### src/rtl/fixed_accumulator.sv
// Two-stage signed fixed-point accumulator: sums one vector of terms onto a bias and strobes the result.
// Optional build macro FIXED_ACC_SATURATE_EN clamps on overflow instead of wrapping.
module fixed_accumulator #(
  parameter int unsigned IN_WIDTH  = 32,
  parameter int unsigned ACC_WIDTH = 43,
  parameter int unsigned MAX_TERMS = 1024
) (
  input  logic                 clk,
  input  logic                 reset,
  input  logic                 in_valid,
  input  logic [IN_WIDTH-1:0]  in_data,
  input  logic                 in_last,
  input  logic [ACC_WIDTH-1:0] bias_in,
  output logic [ACC_WIDTH-1:0] fixed_out,
  output logic                 out_valid,
  output logic                 ovf_out,
  output logic                 len_err,
  output logic                 busy
);

  localparam int unsigned CntW = $clog2(MAX_TERMS);

`ifdef FIXED_ACC_SATURATE_EN
  localparam logic [ACC_WIDTH-1:0] AccMax = {1'b0, {(ACC_WIDTH-1){1'b1}}};
  localparam logic [ACC_WIDTH-1:0] AccMin = {1'b1, {(ACC_WIDTH-1){1'b0}}};
`endif

  typedef enum logic [0:0] {StIdle, StAccum} state_e;

  state_e                       r_state, w_state_next;
  logic [CntW-1:0]              r_term_cnt, w_term_cnt_next;
  logic                         w_first, w_force, w_eff_last;

  logic                         r_s0_valid, r_s0_first, r_s0_last, r_s0_len;
  logic signed [ACC_WIDTH-1:0]  r_s0_term, r_s0_bias;
  logic signed [ACC_WIDTH-1:0]  w_term_ext;

  logic signed [ACC_WIDTH-1:0]  r_acc;
  logic                         r_ovf;
  logic                         r_s1_open;
  logic signed [ACC_WIDTH-1:0]  w_base;
  logic signed [ACC_WIDTH:0]    w_sum;
  logic signed [ACC_WIDTH-1:0]  w_res;
  logic                         w_ovf, w_ovf_vec;

  logic [ACC_WIDTH-1:0]         r_fixed;
  logic                         r_out_valid, r_ovf_out, r_len_err;

  assign w_term_ext = ACC_WIDTH'($signed(in_data));

  // Vector framing: a beat at the last allowed index is forced closed.
  always_comb begin
    w_first         = (r_state == StIdle);
    w_force         = (r_term_cnt == CntW'(MAX_TERMS - 1)) && !in_last;
    w_eff_last      = in_last || w_force;
    w_state_next    = r_state;
    w_term_cnt_next = r_term_cnt;
    if (in_valid) begin
      if (w_eff_last) begin
        w_state_next    = StIdle;
        w_term_cnt_next = '0;
      end else begin
        w_state_next    = StAccum;
        w_term_cnt_next = r_term_cnt + CntW'(1);
      end
    end
  end

  always_ff @(posedge clk or posedge reset) begin
    if (reset) begin
      r_state    <= StIdle;
      r_term_cnt <= '0;
    end else begin
      r_state    <= w_state_next;
      r_term_cnt <= w_term_cnt_next;
    end
  end

  always_ff @(posedge clk or posedge reset) begin
    if (reset) begin
      r_s0_valid <= 1'b0;
      r_s0_first <= 1'b0;
      r_s0_last  <= 1'b0;
      r_s0_len   <= 1'b0;
      r_s0_term  <= '0;
      r_s0_bias  <= '0;
    end else begin
      r_s0_valid <= in_valid;
      if (in_valid) begin
        r_s0_first <= w_first;
        r_s0_last  <= w_eff_last;
        r_s0_len   <= w_force;
        r_s0_term  <= w_term_ext;
        if (w_first) begin
          r_s0_bias <= bias_in;
        end
      end
    end
  end

  // One extra bit of sum exposes signed overflow as a mismatch of the top two bits.
  always_comb begin
    w_base = r_s0_first ? r_s0_bias : r_acc;
    w_sum  = (ACC_WIDTH+1)'(w_base) + (ACC_WIDTH+1)'(r_s0_term);
    w_ovf  = w_sum[ACC_WIDTH] ^ w_sum[ACC_WIDTH-1];
`ifdef FIXED_ACC_SATURATE_EN
    if (w_ovf) begin
      w_res = w_sum[ACC_WIDTH] ? AccMin : AccMax;
    end else begin
      w_res = w_sum[ACC_WIDTH-1:0];
    end
`else
    w_res = w_sum[ACC_WIDTH-1:0];
`endif
    w_ovf_vec = (r_s0_first ? 1'b0 : r_ovf) | w_ovf;
  end

  always_ff @(posedge clk or posedge reset) begin
    if (reset) begin
      r_acc       <= '0;
      r_ovf       <= 1'b0;
      r_s1_open   <= 1'b0;
      r_fixed     <= '0;
      r_out_valid <= 1'b0;
      r_ovf_out   <= 1'b0;
      r_len_err   <= 1'b0;
    end else begin
      r_out_valid <= 1'b0;
      r_s1_open   <= 1'b0;
      if (r_s0_valid) begin
        r_acc     <= w_res;
        r_ovf     <= w_ovf_vec;
        r_s1_open <= !r_s0_last;
        if (r_s0_last) begin
          r_fixed     <= w_res;
          r_out_valid <= 1'b1;
          r_ovf_out   <= w_ovf_vec;
          r_len_err   <= r_s0_len;
        end
      end
    end
  end

  assign fixed_out = r_fixed;
  assign out_valid = r_out_valid;
  assign ovf_out   = r_ovf_out;
  assign len_err   = r_len_err;
  assign busy      = (r_state == StAccum) || r_s0_valid || r_s1_open;

endmodule
### config.mk
export PLATFORM = sky130hd
export DESIGN_NAME = fixed_accumulator
export DESIGN_NICKNAME = d
export VERILOG_FILES = /design/src/rtl/fixed_accumulator.sv
export SDC_FILE = /design/constraint.sdc
export NUM_CORES = 1
export LEC_CHECK = 0
export BUFFER_PORTS_ARGS = -buffer_cell sky130_fd_sc_hd__buf_2
export CORE_UTILIZATION = 50
export CTS_BUF_LIST = sky130_fd_sc_hd__clkbuf_8
export DETAILED_ROUTE_END_ITERATION = 8
export PLACE_DENSITY = 0.75
export SLEW_MARGIN = 10
export SYNTH_ARGS = -nofsm -noshare
export SYNTH_HDL_FRONTEND = slang
export SYNTH_SLANG_ARGS = --single-unit
### constraint.sdc
create_clock -name clk -period 8.8 [get_ports clk]
set_input_delay 0.88 -clock clk [delete_from_list [all_inputs] [get_ports clk]]
set_output_delay 0.88 -clock clk [all_outputs]
set_load 0.03 [all_outputs]
==> summary.md, run 1 <==
| Metric | Value |
|---|---|
| Mapped cell area | `9980 µm²` |
| Clk slew on worst S/H paths | `120 ps` |
| GPL Wtd Cong | `0.940` |
| Combinational fraction of design power | `50.3%` |
| Worst hold slack | `roughly 470 ps` |
| Critical path startpoint category | `register` |
| Via count | `7304` |
| Fraction of layout cells with a size suffix above 1 | `34.4%` |
| First-pass GRT wire length | `36200 µm` |
| Hold Vio Cnt, Final | `0` |
| Total chip power | `3.66 mW` |
| Leak | `around 5.1 nW` |
| Commonest non-fill, non-tap cell in the layout | `dfrtp_1` |
| DRC | `0` |
| Cells after Synth | `923` |
| HP Class | `register to register` |
| IO Port Bufs | `125` |
| Ant diodes | `0` |
| Post-synth EDFFs | `0` |
| Worst slack at placement | `4500 ps` |
| Final period util | `49.1%` |
| Crit path max fanout | `46` |
| Clock power frac | `15.4%` |
| Setup_tns | `0 ps` |
| Post-DP HPWL | `around 16000 µm` |
| DIE WIDTH | `about 140 µm` |
| Share of synthesized registers carrying an async set or reset | `100%` |
| Worst path required time | `9160 ps` |
| Fmax | `0.231 GHz` |
| Antenna viol nets, final | `0` |
| Syn. warnings | `0` |
| Clk root buf | `clkbuf_8` |
| Outcome | `finished clean` |
| Area growth from synthesis to layout | `11.8%` |
| Vias per cell | `5.64` |
| Initial antenna violation count | `0` |
| Core ar. | `19500 µm²` |
| Final WS setup | `4480 ps` |
| Die H | `about 140 µm` |
| Seq/Total Area, Yosys | `45.4%` |
| Slew Viols, Final | `0` |
| Vias in the first global route | `7114` |
| GRT overflow | `0` |
| CTS tree | `yes` |
| Final Instance Count excl. Fillers | `1296` |
| Mapped Nets | `1047` |
| Worst setup path category | `register to register` |
| Initial Utilization | `51.1%` |
| Util after Layout | `a little under three fifths` |
| I/O pins | `roughly 130` |
| Iter 0 DRT Violations | `582` |
| WL/cell | `17.2 µm` |
| Final count of negative-setup-slack endpoints | `0` |
| Slew at the pin closest to its max-slew limit | `1080 ps` |
| Max Cap Viol | `0` |
| Total CTS buffers | `17` |
| Yosys cell types | `72` |
| Fin area | `11200 µm²` |
| Clock sinks | `between 150 and 200` |
| Synth Flop Type | `dfrtp_1` |
| Placed cell area | `10800 µm²` |
| Relative max-transition margin | `27.8%` |
| Drt first pass iters | `5` |
| Peak VDD IR | `between 0.00015 and 0.0002 V` |
| Worst-Skew Late Latency | `about 500 ps` |
| Most frequent cells in the layout | `179 x dfrtp_1, 168 x mux2_2, 125 x buf_2, 124 x nand2_1, 50 x a21oi_1` |
| DRT Wirelength | `22300 µm` |
| Post-CTS Resized | `0` |
| Syn_area_per_cell | `roughly 11 µm²` |
| WP data arrival | `4690 ps` |
| Switching share of power | `43.1%` |
| Power Dens Cells | `327 nW/µm²` |
| Largest net degree at the start of global routing | `about 110` |
| Die ar. | `20500 µm²` |
| Internal power | `2.08 mW` |
| Sequential share of power | `34.2%` |
| Unrepaired setup endpoints after global routing | `no` |
| Clock Skew | `22.2 ps` |
| Seq cells post-synth | `181` |
| # rows | `51` |
| Clock buffer depth | `2` |
| Min Tclk post-route | `4320 ps` |
| Fin nets | `1142` |
| DP Cell Count | `~1300` |
| # hold bufs at CTS | `0` |
| Total global-route track usage | `22.9%` |
| Post-CTS setup buffer count | `0` |
| Sw power | `1.57 mW` |
| H-tree levels | `4` |
| Crit end category | `register` |
logic make-up after synthesis:
| logic type | count (synthesis) | share of synthesized area [%] |
|---|---|---|
| mux | 173 | 19.5 |
| buf+inv | 75 | 2.98 |
| simple gates | 246 | 11.5 |
| flops | 181 | 45.4 |
| fa+ha+maj | 45 | 5.72 |
| compound gates | 165 | 11.6 |
| xor+xnor | 38 | 3.41 |
layer usage:
metal | vias up | routed length [µm] | global-route usage, %
met5 | - | 0 | 0
met4 | 0 | 253 | 5.94
met3 | 24 | 801 | 3.70
met2 | 146 | 10600 | 37.4
met1 | 3635 | 10600 | 31.6
li1 | 3499 | - | -
synthesized netlist by cell type (3+ instances only):
cell | count | share of area [%]
o311ai_0 | 4 | 0.35
nand2_1 | 124 | 4.7
clkbuf_1 | 42 | 1.6
xnor2_1 | 24 | 2.1
nand3_1 | 14 | 0.70
nor2_1 | 31 | 1.2
ha_1 | 44 | 5.5
and3_1 | 16 | 1.0
mux2i_1 | 5 | 0.50
nand4_1 | 21 | 1.3
inv_1 | 19 | 0.71
a31oi_1 | 6 | 0.38
o31ai_1 | 5 | 0.38
dfrtp_1 | 181 | 45
o21bai_1 | 6 | 0.45
o21ai_0 | 32 | 1.6
a21o_1 | 18 | 1.4
a21oi_1 | 50 | 2.5
nor3_1 | 7 | 0.35
mux2_2 | 168 | 19
or3_1 | 3 | 0.19
a21boi_0 | 3 | 0.23
buf_2 | 5 | 0.25
nand2b_1 | 9 | 0.56
xor2_1 | 13 | 1.1
buf_1 | 4 | 0.15
a211oi_1 | 4 | 0.30
nor2b_1 | 5 | 0.31
o21a_1 | 3 | 0.23
o22ai_1 | 3 | 0.19
critical path, cell delays in order (launching register included):
cell and delay, ps:
dfrtp_2 1080, mux2_2 430, ha_1 210, fa_1 420
a21o_1 200, a221oi_2 400, o311ai_2 180, a21oi_1 190
o211a_1 250, o21a_1 250, o221a_2 250, mux2i_1 190
o221ai_1 130
registers in the layout (all words and copies together), names as in the netlist:
name and cells:
fixed_out 43, r_acc 43, r_s0_bias 43, r_s0_term 32, r_term_cnt 10, len_err 1
out_valid 1, ovf_out 1, r_ovf 1, r_s0_first 1, r_s0_last 1, r_s0_len 1
r_s0_valid 1, r_s1_open 1, r_state 1
layout make-up:
class                           instances  area, µm²
Fill cell                            1695       8360
Multi-Input combinational cell        667       5160
Sequential cell                       181       4530
Timing Repair Buffer                  131        671
Tap cell                              265        332
Clock buffer                           17        234
Clock inverter                         15        154
Inverter                               20       80.1
power by group through the flow:
stage / Combinational [mW] / Clock (mW) / Sequential (mW)
after floorplan: 1.25 / 0 / 1.41
after global placement: 1.79 / 0 / 1.26
after detailed placement: 1.83 / 0 / 1.27
after CTS: 1.84 / 0.579 / 1.25
after global routing: 2.02 / 0.611 / 1.28
final: 1.84 / 0.565 / 1.25
path summary, 6_finish.rpt:
kind	start	endpoint	slack, ps	depth (start not counted)
setup / recovery	r_s0_first	r_acc[40]	4480	12
hold / removal	r_s0_last	r_s1_open	470	1
setup reg to reg	r_s0_first	r_acc[40]	4480	12
hold reg to reg	r_s0_last	r_s1_open	470	1
max in group asynchronous	reset	r_s0_first	6640	3
min in group asynchronous	reset	r_term_cnt[0]	560	2
Note: power is estimated with default switching activity, not from simulation.
==> run 2: changes to the inputs <==
--- a/config.mk
+++ b/config.mk
@@ -5,11 +5,12 @@
 export SDC_FILE = /design/constraint.sdc
 export NUM_CORES = 1
 export LEC_CHECK = 0
+export ABC_AREA = 1
 export BUFFER_PORTS_ARGS = -buffer_cell sky130_fd_sc_hd__buf_2
 export CORE_UTILIZATION = 50
 export CTS_BUF_LIST = sky130_fd_sc_hd__clkbuf_8
 export DETAILED_ROUTE_END_ITERATION = 8
-export PLACE_DENSITY = 0.75
+export PLACE_DENSITY = 0.78
 export SLEW_MARGIN = 10
 export SYNTH_ARGS = -nofsm -noshare
 export SYNTH_HDL_FRONTEND = slang
==> constraint.sdc (replaced) <==
create_clock -name clk -period 3.7 [get_ports clk]
set_input_delay 0.37 -clock clk [delete_from_list [all_inputs] [get_ports clk]]
set_output_delay 0.37 -clock clk [all_outputs]
set_load 0.03 [all_outputs]
==> summary.md, run 2 <==
| Metric | Value |
|---|---|
| Area share of the largest cell type after synthesis | `42.9% (-2.4 points)` |
| Clock Skew | `16.1 ps (-6.05 ps)` |
| Setup_tns | `0 ps (unchanged)` |
| Post-CTS Resized | `0 (unchanged)` |
| Post-DP HPWL | `23800 µm (+51%)` |
| Fin nets | `1620 (+42%)` |
| Min Tclk post-route | `3010 ps (-1310 ps)` |
| Final period util | `81.3% (+32 points)` |
| Ant diodes | `0 (unchanged)` |
| Slew Viols, Final | `0 (unchanged)` |
| Worst setup path category | `register to register` |
| Total global-route track usage | `30.0% (+7.1 points)` |
| DRT Wirelength | `31100 µm (+40%)` |
| Cell class contributing the biggest share of worst-path delay | `compound AO/OA/AOI/OAI gates` |
| Final WS setup | `691 ps (-3790 ps)` |
| Syn. warnings | `0 (unchanged)` |
| Critical path startpoint category | `register` |
| Clock sinks | `181 (unchanged)` |
| Clk slew on worst S/H paths | `110 ps (about the same)` |
| First-pass GRT wire length | `49500 µm (+37%)` |
| Max Cap Viol | `0 (unchanged)` |
| Final Instance Count excl. Fillers | `1779 (+37%)` |
| IO Port Bufs | `125 (unchanged)` |
| Antenna viol nets, final | `0 (unchanged)` |
| Slew at the pin closest to its max-slew limit | `1020 ps (-59.2 ps)` |
| Final count of negative-setup-slack endpoints | `0 (unchanged)` |
| Drt first pass iters | `5 (unchanged)` |
| Post-CTS setup buffer count | `0 (unchanged)` |
| H-tree levels | `4 (unchanged)` |
| Relative max-transition margin | `31.7% (+3.9 points)` |
| Cells after Synth | `1378 (+49%)` |
| Power Dens Cells | `691 nW/µm² (+110%)` |
| Via count | `9507 (+30%)` |
| Seq cells post-synth | `181 (unchanged)` |
| Placed cell area | `11500 µm² (+6.5%)` |
| Synth Flop Type | `dfrtp_1` |
| DRC | `0 (unchanged)` |
| CP Depth | `13 (+1)` |
| Worst path max stage delay | `570 ps (-510 ps)` |
| Cell Chain, Critical Path | `buf_4 > nand2_1 > o21ai_0 > ha_1 > fa_1 > nand3_1 > nand3_2 > nand2_2 > a21oi_1 > o21ai_0 > nand3b_1 > nand3_1 > o21ai_0` |
| Yosys cell types | `43 (-40%)` |
| Most frequent cells in the layout | `554 x nand2_1, 180 x dfrtp_1, 125 x buf_2, 105 x inv_1, 78 x nor2_1` |
| Largest net degree at the start of global routing | `111 (+5.7%)` |
| GPL Wtd Cong | `0.987 (+5.1%)` |
| Worst slack at placement | `731 ps (-3770 ps)` |
| Area growth from synthesis to layout | `12.4%` |
| Crit end category | `register` |
| Initial Utilization | `51.6% (+0.51 points)` |
| Worst-Skew Late Latency | `480 ps (-20 ps)` |
| Worst R2R Setup Slack | `690 ps (-3790 ps)` |
| Worst hold slack | `16.8 ps (-454 ps)` |
| # rows | `52 (+2.0%)` |
| # hold bufs at CTS | `0 (unchanged)` |
| Peak VDD IR | `0.000268 V (+75%)` |
| Die ar. | `21700 µm² (+5.6%)` |
| CP startpoint | `r_s0_first` |
| Total CTS buffers | `17 (unchanged)` |
| Fin area | `11900 µm² (+6.2%)` |
| I/O pins | `126 (unchanged)` |
| GRT overflow | `0 (unchanged)` |
| CP max stage cell | `o21ai_0` |
| Util after Layout | `58.0% (+0.85 points)` |
| Hold Vio Cnt, Final | `0 (unchanged)` |
| Share of synthesized registers carrying an async set or reset | `100% (unchanged)` |
| Fraction of layout cells with a size suffix above 1 | `18.2% (-16 points)` |
| CP most frequent cell | `o21ai_0` |
| Leak | `6.18 nW (+21%)` |
| R2R Path End | `r_acc[30]` |
| Vias in the first global route | `9157 (+29%)` |
| Syn_area_per_cell | `7.66 µm² (-29%)` |
| Unrepaired setup endpoints after global routing | `no` |
| R2R Path Start | `r_s0_first` |
| Fmax | `0.332 GHz (+44%)` |
| Commonest non-fill, non-tap cell in the layout | `nand2_1` |
| Vias per cell | `5.34 (-5.2%)` |
| Core ar. | `20400 µm² (+4.6%)` |
| Iter 0 DRT Violations | `768 (+32%)` |
| Clk root buf | `clkbuf_8` |
| WL/cell | `17.5 µm (+1.7%)` |
| Post-synth top cells | `556 x nand2_1, 181 x dfrtp_1, 105 x inv_1` |
| Post-synth EDFFs | `0 (unchanged)` |
| Reg2reg path depth | `13 (+1)` |
| Mapped cell area | `10600 µm² (+5.7%)` |
| Mapped Nets | `1502 (+43%)` |
| DIE WIDTH | `147 µm (+2.8%)` |
| Die H | `147 µm (+2.8%)` |
| Clock buffer depth | `2 (unchanged)` |
| Buffers and inverters on the worst path | `1 (+1)` |
| CTS tree | `yes` |
| Crit path to | `r_acc[30]` |
| DP Cell Count | `1747 (+38%)` |
| Worst path required time | `4060 ps (-5100 ps)` |
| Yosys top cell by area | `dfrtp_1` |
| Outcome | `finished clean` |
| Synth top area cells | `dfrtp_1 43%, nand2_1 20%, ha_1 5.2%, mux2_2 4.6%, inv_1 3.7%` |
| Fillcell total | `1963 (+16%)` |
| Total chip power | `8.19 mW (+120%)` |
| Initial antenna violation count | `0 (unchanged)` |
| Count leader, synth | `nand2_1` |
| WP data arrival | `3370 ps (-1320 ps)` |
| HP Class | `input pin to async pin` |
| Seq/Total Area, Yosys | `42.9% (-2.4 points)` |
| Crit path max fanout | `21 (-54%)` |
[run 2: changes by cell type in the layout (fill, tap and decap cells not counted), sizes merged, moves of 16 or more]
cell   change
a21o      -18
mux2     -125
nand2    +446
inv       +89
nand3     +60
o21ai     +50
nor2      +69
and3      -16
[run 2: cells by family after synthesis]
logic type	synth area share, %
xor gates and xnor gates	2.15
muxes	4.59
and+or+nand+nor	30.1
DFF	42.9
adders and majority gates	5.41
AOI/OAI and AO/OA	9.25
buffers and inverters	5.59
[run 2: where the power goes]
| group | switching (mW) | internal (mW) |
|---|---|---|
| combinational | 2.66 | 1.27 |
| clock | 0.842 | 0.496 |
| sequential | 0.371 | 2.55 |
[run 2: worst reg2reg max path, cell delays in order (launching register included)]
cell and delay [ps]:
dfrtp_1 410, buf_4 220, nand2_1 90, o21ai_0 80, ha_1 220, fa_1 410, nand3_1 100, nand3_2 140
nand2_2 130, a21oi_1 110, o21ai_0 570, nand3b_1 190, nand3_1 110, o21ai_0 80
[run 2: routing by layer]
layer	GRT usage (%)	share of wire (%)	vias up
met5	0	0	-
met4	7.42	1.4	0
met3	5.28	8.1	27
met2	45.1	43	341
met1	44.7	47	4500
li1	-	-	4639
[run 2: final cells by class]
cell class	count	area (µm²)	area share [%]
clock buffers	17	234	1.97
clock inverters	15	140	1.18
inverters	113	428	3.61
multi-input cells	1045	5440	45.9
flip-flops and latches	181	4530	38.2
well taps	270	338	2.85
repair buffers	138	748	6.31
[run 2: how the worst min path moves through the flow]
stage               endpoint  slack [ps]  cells past startpoint
6_report        fixed_out[7]          20                      3
3_3_place_gp   fixed_out[20]         460                      2
3_5_place_dp   fixed_out[25]         460                      2
2_1_floorplan     r_s0_valid         400                      0
5_1_grt         fixed_out[4]          40                      3
4_1_cts        fixed_out[19]          20                      3
==> run 3: changes to the inputs <==
--- a/config.mk
+++ b/config.mk
@@ -5,12 +5,12 @@
 export SDC_FILE = /design/constraint.sdc
 export NUM_CORES = 1
 export LEC_CHECK = 0
-export ABC_AREA = 1
+export ABC_AREA = 0
 export BUFFER_PORTS_ARGS = -buffer_cell sky130_fd_sc_hd__buf_2
 export CORE_UTILIZATION = 50
 export CTS_BUF_LIST = sky130_fd_sc_hd__clkbuf_8
 export DETAILED_ROUTE_END_ITERATION = 8
-export PLACE_DENSITY = 0.78
+export PLACE_DENSITY = 0.75
 export SLEW_MARGIN = 10
 export SYNTH_ARGS = -nofsm -noshare
 export SYNTH_HDL_FRONTEND = slang
==> constraint.sdc (replaced) <==
create_clock -name clk -period 2.83 [get_ports clk]
set_input_delay 0.283 -clock clk [delete_from_list [all_inputs] [get_ports clk]]
set_output_delay 0.283 -clock clk [all_outputs]
set_load 0.03 [all_outputs]
==> summary.md, run 3 (synthesis gave the netlist of run 1 again) <==
| Metric | Value |
|---|---|
| Outcome | `complete, but fails checks` |
| Failing checks | `negative setup slack` |
| Max Cap Viol | `0 (unchanged)` |
| Initial antenna violation count | `0 (unchanged)` |
| Worst setup path category | `register to register` |
| Setup_tns | `-18020 ps (-18020 ps)` |
| I/O pins | `126 (unchanged)` |
| Vias per cell | `5.54 (+3.7%)` |
| Largest net degree at the start of global routing | `90 (-19%)` |
| Sw power | `5.53 mW (+43%)` |
| DP Cell Count | `1413 (-19%)` |
| GRT overflow | `0 (unchanged)` |
| Combinational fraction of design power | `58.2% (+10 points)` |
| Most frequent cells in the layout | `179 x dfrtp_1, 160 x mux2_2, 157 x buf_4, 125 x buf_2, 121 x nand2_1` |
| Clk slew on worst S/H paths | `110 ps (about the same)` |
| WL/cell | `17.1 µm (-2.2%)` |
| Via count | `8069 (-15%)` |
| Final period util | `116% (+35 points)` |
| Iter 0 DRT Violations | `544 (-29%)` |
| Total chip power | `13.5 mW (+65%)` |
| Crit path max fanout | `10 (-52%)` |
| Worst path required time | `3170 ps (-890 ps)` |
| Relative max-transition margin | `52.3% (+21 points)` |
| Area growth from synthesis to layout | `29.4%` |
| Final count of negative-setup-slack endpoints | `59 (+59)` |
| H-tree levels | `4 (unchanged)` |
| Clk root buf | `clkbuf_8` |
| Drt first pass iters | `5 (unchanged)` |
| Initial Utilization | `51.1% (-0.51 points)` |
| Worst-Skew Late Latency | `480 ps (about the same)` |
| Final Instance Count excl. Fillers | `1456 (-18%)` |
| Antenna viol nets, final | `0 (unchanged)` |
| Fin nets | `1302 (-20%)` |
| Fraction of layout cells with a size suffix above 1 | `48.3% (+30 points)` |
| HP Class | `input pin to register` |
| Fin area | `12900 µm² (+9.0%)` |
| Unrepaired setup endpoints after global routing | `yes` |
| Internal power | `7.97 mW (+85%)` |
| Die ar. | `20500 µm² (-5.3%)` |
| IO Port Bufs | `125 (unchanged)` |
| Core ar. | `19500 µm² (-4.4%)` |
| Slew Viols, Final | `0 (unchanged)` |
| Slew at the pin closest to its max-slew limit | `716 ps (-307 ps)` |
| Critical path startpoint category | `register` |
| DRT Wirelength | `24900 µm (-20%)` |
| GPL Wtd Cong | `0.916 (-7.2%)` |
| Leak | `6.02 nW (-2.6%)` |
| Vias in the first global route | `8027 (-12%)` |
| Fillcell total | `1502 (-23%)` |
| Min Tclk post-route | `3280 ps (+275 ps)` |
| Total global-route track usage | `25.4% (-4.6 points)` |
| Total CTS buffers | `17 (unchanged)` |
| Switching share of power | `41.0% (-6.3 points)` |
| # rows | `51 (-1.9%)` |
| Clock sinks | `181 (unchanged)` |
| Ant diodes | `0 (unchanged)` |
| Hold Vio Cnt, Final | `0 (unchanged)` |
| Clock Skew | `15.6 ps (-0.485 ps)` |
| Clock power frac | `13.1% (-3.2 points)` |
| Commonest non-fill, non-tap cell in the layout | `dfrtp_1` |
| Die H | `143 µm (-2.7%)` |
| Post-DP HPWL | `17900 µm (-25%)` |
| WP data arrival | `3620 ps (+250 ps)` |
| DIE WIDTH | `143 µm (-2.7%)` |
| Clock buffer depth | `2 (unchanged)` |
| Sequential share of power | `28.6% (-7.1 points)` |
| DRC | `0 (unchanged)` |
| Power Dens Cells | `1040 nW/µm² (+51%)` |
| Fmax | `0.304 GHz (-8.4%)` |
| Final WS setup | `-454 ps (-1140 ps)` |
| Placed cell area | `12000 µm² (+4.8%)` |
| Peak VDD IR | `0.000491 V (+83%)` |
| Crit end category | `register` |
| CTS tree | `yes` |
| First-pass GRT wire length | `40500 µm (-18%)` |
run 3: path summary, 6_finish.rpt:
check | startpoint | end | slack, ps | cells after the start
max in group asynchronous | reset | fixed_out[10] | 1850 | 4
min in group asynchronous | reset | r_s0_bias[26] | 270 | 3
min | bias_in[32] | r_s0_bias[32] | 30 | 2
min reg2reg | r_s0_last | r_s1_open | 460 | 1
max | r_s0_first | fixed_out[37] | -450 | 12
max reg2reg | r_s0_first | fixed_out[37] | -450 | 12
run 3: routing by layer:
layer	vias up	track usage (%)	share of wire [%]
met1	3972	34.6	46
li1	3799	-	-
met4	0	9.35	2.8
met3	55	4.33	4.3
met5	-	0	0
met2	243	40.9	47
run 3: cell type report:
type / instances / area [µm²] / share of cell area (%)
Clock inverter: 15 / 160 / 1.24
Sequential cell: 181 / 4530 / 35.1
Timing Repair Buffer: 291 / 1930 / 14.9
Tap cell: 265 / 332 / 2.57
Inverter: 20 / 78.8 / 0.610
Multi-Input combinational cell: 667 / 5660 / 43.8
Clock buffer: 17 / 234 / 1.81
run 3: through the flow:
stage | setup slack [ps] | hold slack, ps | utilization (%)
2_1_floorplan | -417 | 314 | -
3_3_place_gp | -408 | 201 | 61.6
3_5_place_dp | -497 | 198 | 61.6
4_1_cts | -440 | 13.3 | 65.4
5_1_grt | -598 | 11.0 | 66.2
6_report | -454 | 28.7 | 66.2
run 3: power by group through the flow:
stage	Combinational (mW)	Sequential (mW)	Clock (mW)
2_1_floorplan	4.01	4.38	0
3_3_place_gp	6.98	3.88	0
3_5_place_dp	7.13	3.90	0
4_1_cts	7.58	3.86	1.82
5_1_grt	8.52	3.96	1.91
6_report	7.86	3.86	1.77
run 3: repair_timing:
action                                  in CTS  in global routing
gates resized for setup                     44                 31
endpoints found under the setup margin      62                 66
setup buffers                                9                  1
pin swaps                                   14                  8
endpoints found under the hold margin       59                  0
hold buffers                                 1                  0
run 3: worst max-delay path, cell delays in order (launching register included):
cell	delay, ps
dfrtp_2	420
buf_12	150
mux2_2	370
ha_4	290
a21oi_1	70
a21o_1	210
a211o_1	350
a31oi_4	270
o2111ai_4	180
a21o_1	260
a21oi_4	190
mux2i_1	240
o311ai_2	140
